### config.mk
export PLATFORM = sky130hd
export DESIGN_NAME = angle_scheduler
export DESIGN_NICKNAME = d
export VERILOG_FILES = /design/src/rtl/angle_scheduler.sv
export SDC_FILE = /design/constraint.sdc
export NUM_CORES = 1
export LEC_CHECK = 0
export ABC_AREA = 1
export CORE_MARGIN = 3
export CORE_UTILIZATION = 35
export DETAILED_ROUTE_END_ITERATION = 7
export DONT_BUFFER_PORTS = 1
export REMOVE_ABC_BUFFERS = 1
export SYNTH_ARGS = -nofsm -noshare
export SYNTH_HDL_FRONTEND = slang
export SYNTH_SLANG_ARGS = --single-unit
export TNS_END_PERCENT = 10
### constraint.sdc
create_clock -name clk -period 3.1 [get_ports clk]
set_input_delay 0.62 -clock clk [delete_from_list [all_inputs] [get_ports clk]]
set_output_delay 0.62 -clock clk [all_outputs]
set_load 0.1 [all_outputs]
### src/rtl/angle_scheduler.sv
// angle_scheduler: derives an angular slot index from a once-per-revolution
// hall index pulse. The revolution period is measured in clk cycles and
// divided into NB_ANGLES equal slots. The slot index (angle) restarts at every
// accepted index edge and saturates at the last slot if the next edge is late.
module angle_scheduler #(
  parameter int NB_ANGLES    = 128,
  parameter int PERIOD_WIDTH = 24,
  parameter int MIN_PERIOD   = 4096
) (
  input  logic                         clk,
  input  logic                         rst_n,
  input  logic                         hall,
  output logic [$clog2(NB_ANGLES)-1:0] angle,
  output logic                         angle_valid,
  output logic                         fc_en,
  output logic [PERIOD_WIDTH-1:0]      period
);

  localparam int AW = $clog2(NB_ANGLES);
  localparam logic [PERIOD_WIDTH-1:0] CNT_MAX   = '1;
  localparam logic [PERIOD_WIDTH-1:0] MIN_P     = PERIOD_WIDTH'(MIN_PERIOD);
  localparam logic [PERIOD_WIDTH-1:0] CNT_ONE   = PERIOD_WIDTH'(1);
  localparam logic [AW-1:0]           ANGLE_MAX = AW'(NB_ANGLES - 1);

  typedef enum logic [1:0] {
    ST_STOPPED = 2'd0,
    ST_SYNC    = 2'd1,
    ST_RUN     = 2'd2
  } state_t;

  state_t state_q, state_d;

  // Hall synchronizer and edge detection
  logic       sync1_q, sync2_q, prev_q;
  logic [1:0] settle_q;
  logic       armed_q;
  logic       index_edge;

  // Datapath registers
  logic [PERIOD_WIDTH-1:0] cnt_q, cnt_d;
  logic [PERIOD_WIDTH-1:0] period_q, period_d;
  logic [PERIOD_WIDTH-1:0] slot_len_q, slot_len_d;
  logic [PERIOD_WIDTH-1:0] slot_cnt_q, slot_cnt_d;
  logic [AW-1:0]           angle_q, angle_d;
  logic                    fc_en_q, fc_en_d;

  logic cnt_sat;
  logic accept;
  logic rev_edge;

  // Two-flop synchronizer, previous-value register and arming logic.
  // settle_q marks the point where sync2_q reflects the real hall level; the
  // detector only arms after seeing hall low, so a hall already high when
  // reset is released never looks like a rising edge.
  always_ff @(posedge clk or negedge rst_n) begin
    if (!rst_n) begin
      sync1_q  <= 1'b0;
      sync2_q  <= 1'b0;
      prev_q   <= 1'b0;
      settle_q <= 2'b00;
      armed_q  <= 1'b0;
    end else begin
      sync1_q  <= hall;
      sync2_q  <= sync1_q;
      prev_q   <= sync2_q;
      settle_q <= {settle_q[0], 1'b1};
      armed_q  <= armed_q | (settle_q[1] & ~sync2_q);
    end
  end

  assign index_edge = sync2_q & ~prev_q & armed_q;
  assign cnt_sat    = (cnt_q == CNT_MAX);
  // Any edge starts things from STOPPED; afterwards edges arriving too soon
  // after the previous accepted one are treated as glitches.
  assign accept     = index_edge & ((state_q == ST_STOPPED) | (cnt_q >= MIN_P));
  // Accepted edge that closes a measured revolution (enters or stays in RUN)
  assign rev_edge   = accept & (state_q != ST_STOPPED);

  // State register
  always_ff @(posedge clk or negedge rst_n) begin
    if (!rst_n) state_q <= ST_STOPPED;
    else        state_q <= state_d;
  end

  // Next-state logic: an accepted edge takes priority over counter saturation
  always_comb begin
    state_d = state_q;
    case (state_q)
      ST_STOPPED: if (accept) state_d = ST_SYNC;
      ST_SYNC: begin
        if (accept)       state_d = ST_RUN;
        else if (cnt_sat) state_d = ST_STOPPED;
      end
      ST_RUN: begin
        if (accept)       state_d = ST_RUN;
        else if (cnt_sat) state_d = ST_STOPPED;
      end
      default: state_d = ST_STOPPED;
    endcase
  end

  // State-decoded outputs
  always_comb begin
    angle_valid = (state_q == ST_RUN);
  end

  // Next values for period counter, period/slot-length capture and slot stepping
  always_comb begin
    cnt_d      = cnt_q;
    period_d   = period_q;
    slot_len_d = slot_len_q;
    slot_cnt_d = slot_cnt_q;
    angle_d    = angle_q;
    fc_en_d    = 1'b0;

    if (accept)                   cnt_d = CNT_ONE;
    else if (state_q == ST_STOPPED) cnt_d = '0;
    else if (!cnt_sat)            cnt_d = cnt_q + CNT_ONE;

    if (rev_edge) begin
      period_d   = cnt_q;
      slot_len_d = cnt_q >> AW;
      slot_cnt_d = '0;
      angle_d    = '0;
      fc_en_d    = 1'b1;
    end else if (state_q == ST_RUN && state_d == ST_RUN) begin
      if (slot_cnt_q == slot_len_q - CNT_ONE) begin
        slot_cnt_d = '0;
        // Late edge: park on the last slot rather than wrapping
        if (angle_q != ANGLE_MAX) angle_d = angle_q + AW'(1);
      end else begin
        slot_cnt_d = slot_cnt_q + CNT_ONE;
      end
    end else begin
      slot_cnt_d = '0;
      angle_d    = '0;
    end
  end

  // Datapath registers
  always_ff @(posedge clk or negedge rst_n) begin
    if (!rst_n) begin
      cnt_q      <= '0;
      period_q   <= '0;
      slot_len_q <= '0;
      slot_cnt_q <= '0;
      angle_q    <= '0;
      fc_en_q    <= 1'b0;
    end else begin
      cnt_q      <= cnt_d;
      period_q   <= period_d;
      slot_len_q <= slot_len_d;
      slot_cnt_q <= slot_cnt_d;
      angle_q    <= angle_d;
      fc_en_q    <= fc_en_d;
    end
  end

  assign angle  = angle_q;
  assign fc_en  = fc_en_q;
  assign period = period_q;

endmodule

==> flow_metrics.env <==
export IMPL_grt_max_degree=89
export IMPL_worstSkewPairLatency_ns=0.35
export IMPL_drive_gt1_frac=0.121
export IMPL_die_h_um=126
export IMPL_cp_cell_sequence="inv_1 > ha_1 > clkinv_1 > nand2_1 > nor2_1 > nand2_1 > nand2_1 > nand2_1 > nand2_1 > nand3_2 > nand3_2 > nor2_4 > o21ai_4 > buf_4 > nor3_1"
export IMPL_synthCells=668
export IMPL_synth_compound_area_share=0.0793
export IMPL_synthAdderAreaFrac=0.0197
export IMPL_hold_class="in -> async"
export IMPL_synthSimpleGateAreaFrac=0.341
export IMPL_synth_xor_area_share=0.0517
export IMPL_antenna_found_initial=0
export IMPL_via_count=4279
export IMPL_synthToLayoutAreaGrowth_pct=14.2
export IMPL_path_class="reg -> reg"
export IMPL_post_place_ws_ns=0.340
export IMPL_cts_tree="done"
export IMPL_crit_top_cell="nand2_1"
export IMPL_fin_cells=883
export IMPL_finalWirelength_mm=11.7
export IMPL_synth_top_family_by_area="simple AND/OR/NAND/NOR gates"
export IMPL_postPlaceCellArea_um2=5460
export IMPL_avgSynthCellArea_um2=7.60
export IMPL_slew_limit_headroom=0.394
export IMPL_path_max_fanout=24
export IMPL_drv_cap=0
export IMPL_crit_path_start_kind="register"
export IMPL_grt_usage=0.154
export IMPL_coreArea_um2=14000
export IMPL_fin_tns_setup_ns=0
export IMPL_grt_util_met2=0.249
export IMPL_endpoint_kind="register"
export IMPL_p_leak_nw=2.87
export IMPL_drc=0
export IMPL_internal_power_w=0.00196
export IMPL_io_buffers=0
export IMPL_final_max_slew_viol_count=0
export IMPL_peakVddDrop_uv=445
export IMPL_yosysWarnings=0
export IMPL_crit_required_ns=3.35
export IMPL_power_frac_comb=0.141
export IMPL_post_cts_buffers=0
export IMPL_h_tree_depth=3
export IMPL_die_area_um2=16000
export IMPL_clock_skew_ns=0.00651
export IMPL_outcome="finished, final reports clean"
export IMPL_pwr_share_seq=0.468
export IMPL_final_area_um2=5800
export IMPL_rsz0062_at_grt="no"
export IMPL_wl_per_cell_um=13.2
export IMPL_viasPerCell=4.85
export IMPL_tightest_slew_ns=0.908
export IMPL_swShare=0.325
export IMPL_grt_overflow_total=0
export IMPL_layout_commonest_cell="nand2_1"
export IMPL_num_io_pins=36
export IMPL_dr_pass1_iters=4
export IMPL_use_met1=0.201
export IMPL_grt_pass1_vias=4205
export IMPL_dp_cells=866
export IMPL_pwr_share_clk=0.391
export IMPL_synth_area_mux_share=0
export IMPL_placementRows=43
export IMPL_cellPowerDensity_nw_per_um2=500
export IMPL_gp_congestion=0.943
export IMPL_fin_crit_sh=0.857
export IMPL_cpMaxStageDelayCell="dfrtp_1"
export IMPL_initial_core_util=0.362
export IMPL_grt_busiest_layer="met2"
export IMPL_p_switching_w=0.000944
export IMPL_setup_slack_ns=0.444
export IMPL_clockBufferDepth=2
export IMPL_drt_iter0_markers=211
export IMPL_dieWidth_um=126
export IMPL_cpPeakStageDelay_ns=0.39
export IMPL_yosysUniqueCellTypes=45
export IMPL_clock_root_buffer="clkbuf_16"
export IMPL_gr_usage_met3=0.0404
export IMPL_clk_pin_slew_ns=0.07
export IMPL_cts_buffers=9
export IMPL_cts_sinks=88
export IMPL_drtAntennaViolNets=0
export IMPL_cp_top_family="simple AND/OR/NAND/NOR gates"
export IMPL_crit_arrival_ns=2.91
export IMPL_min_period_ns=2.66
export IMPL_grt_pass1_wl_mm=20.1
export IMPL_ys_seq_area_frac=0.434
export IMPL_fmax_mhz=377
export IMPL_setup_viol_count_final=0
export IMPL_dp_hpwl_mm=8.74
export IMPL_ys_ff_latch=88
export IMPL_worst_path_buf_inv=3
export IMPL_hold_violations=0
export IMPL_finalPower_w=0.00290
export IMPL_syn_area_um2=5080
export IMPL_diodes=0
export IMPL_layout_common_cells="169 x nand2_1, 95 x nor2_1, 88 x dfrtp_1"
export IMPL_finalNetCount=709
area by class of cell:
type,count,area (um2)
Tap cell,180,225
Sequential cell,88,2200
Multi-Input combinational cell,486,2500
Fill cell,1392,8240
Timing Repair Buffer,29,238
Inverter,84,315
Clock inverter,6,75.1
Clock buffer,10,239
registers in the layout, summed over array words and instances, names as in the netlist:
| name | count |
|---|---|
| cnt_q | 24 |
| state_q | 2 |
| angle | 7 |
| sync2_q | 1 |
| sync1_q | 1 |
| settle_q | 2 |
| fc_en | 1 |
| prev_q | 1 |
| slot_cnt_q | 24 |
| period | 24 |
| armed_q | 1 |
cell usage after synthesis (all sizes together):
cell type / n / area share
a21oi: 14 / 0.014
nor2: 113 / 0.099
or2: 1 / 0.0012
nand2: 176 / 0.13
nor3: 18 / 0.024
nand4: 14 / 0.017
and3b: 1 / 0.0017
o21bai: 1 / 0.0015
nand3b: 6 / 0.0089
o21a: 3 / 0.0044
nor4: 3 / 0.0037
o41ai: 1 / 0.0017
o22ai: 2 / 0.0025
and3: 1 / 0.0012
nand3: 43 / 0.048
buf: 5 / 0.0079
nor4b: 1 / 0.0017
a31oi: 4 / 0.0049
a221oi: 1 / 0.0017
conb: 1 / 0.00074
a211oi: 3 / 0.0044
xnor2: 8 / 0.014
dfrtp: 88 / 0.43
o21ai: 38 / 0.040
a21boi: 1 / 0.0015
clkbuf: 5 / 0.0037
ha: 8 / 0.020
xor2: 22 / 0.038
clkinv: 1 / 0.00074
inv: 83 / 0.061
a41oi: 1 / 0.0017
a22oi: 1 / 0.0015
routing by layer:
metal	routed length (um)	vias up
met5	0	-
met4	226	0
met3	538	15
met2	5590	96
met1	5340	1980
li1	-	2188
through the flow:
step | hold slack (ns) | utilization
detailed placement | 0.327 | 0.388
global placement | 0.327 | 0.388
global route | 0.194 | 0.413
floorplan | 0.324 | -
finish | 0.183 | 0.413
CTS | 0.184 | 0.413
power by group through the flow:
stage          sequential [W]  clock, W  combinational, W
3_3_place_gp          0.00138         0          0.000373
2_1_floorplan         0.00137         0          0.000299
5_1_grt               0.00136   0.00123          0.000468
4_1_cts               0.00136   0.00118          0.000410
3_5_place_dp          0.00138         0          0.000382
6_report              0.00136   0.00113          0.000408
cell families after synthesis:
family,after synthesis
adders and majority gates,8
xor gates and xnor gates,30
AOI/OAI and AO/OA,70
DFF,88
other,1
and+or+nand+nor,377
buffers and inverters,94
path summary, 6_finish.rpt:
kind                                        from                       to  slack (ns)  depth (start not counted)
hold / removal                             rst_n        sync1_q$_DFF_PN0_        0.18                          1
max in group asynchronous                  rst_n  slot_cnt_q[1]$_DFF_PN0_        2.59                          1
min in group clk                            hall        sync1_q$_DFF_PN0_        0.30                          0
hold reg to reg            settle_q[0]$_DFF_PN0_    settle_q[1]$_DFF_PN0_        0.35                          0
setup / recovery            state_q[0]$_DFF_PN0_  slot_cnt_q[5]$_DFF_PN0_        0.44                         15
setup reg to reg            state_q[0]$_DFF_PN0_  slot_cnt_q[5]$_DFF_PN0_        0.44                         15
repair_timing:
item / CTS / global route
endpoints found under the setup margin: 0 / 1
endpoints found under the hold margin: 88 / 0
hold buffers: 1 / 0
gates resized for setup: 0 / 1
Note: power is estimated with default switching activity, not from simulation.
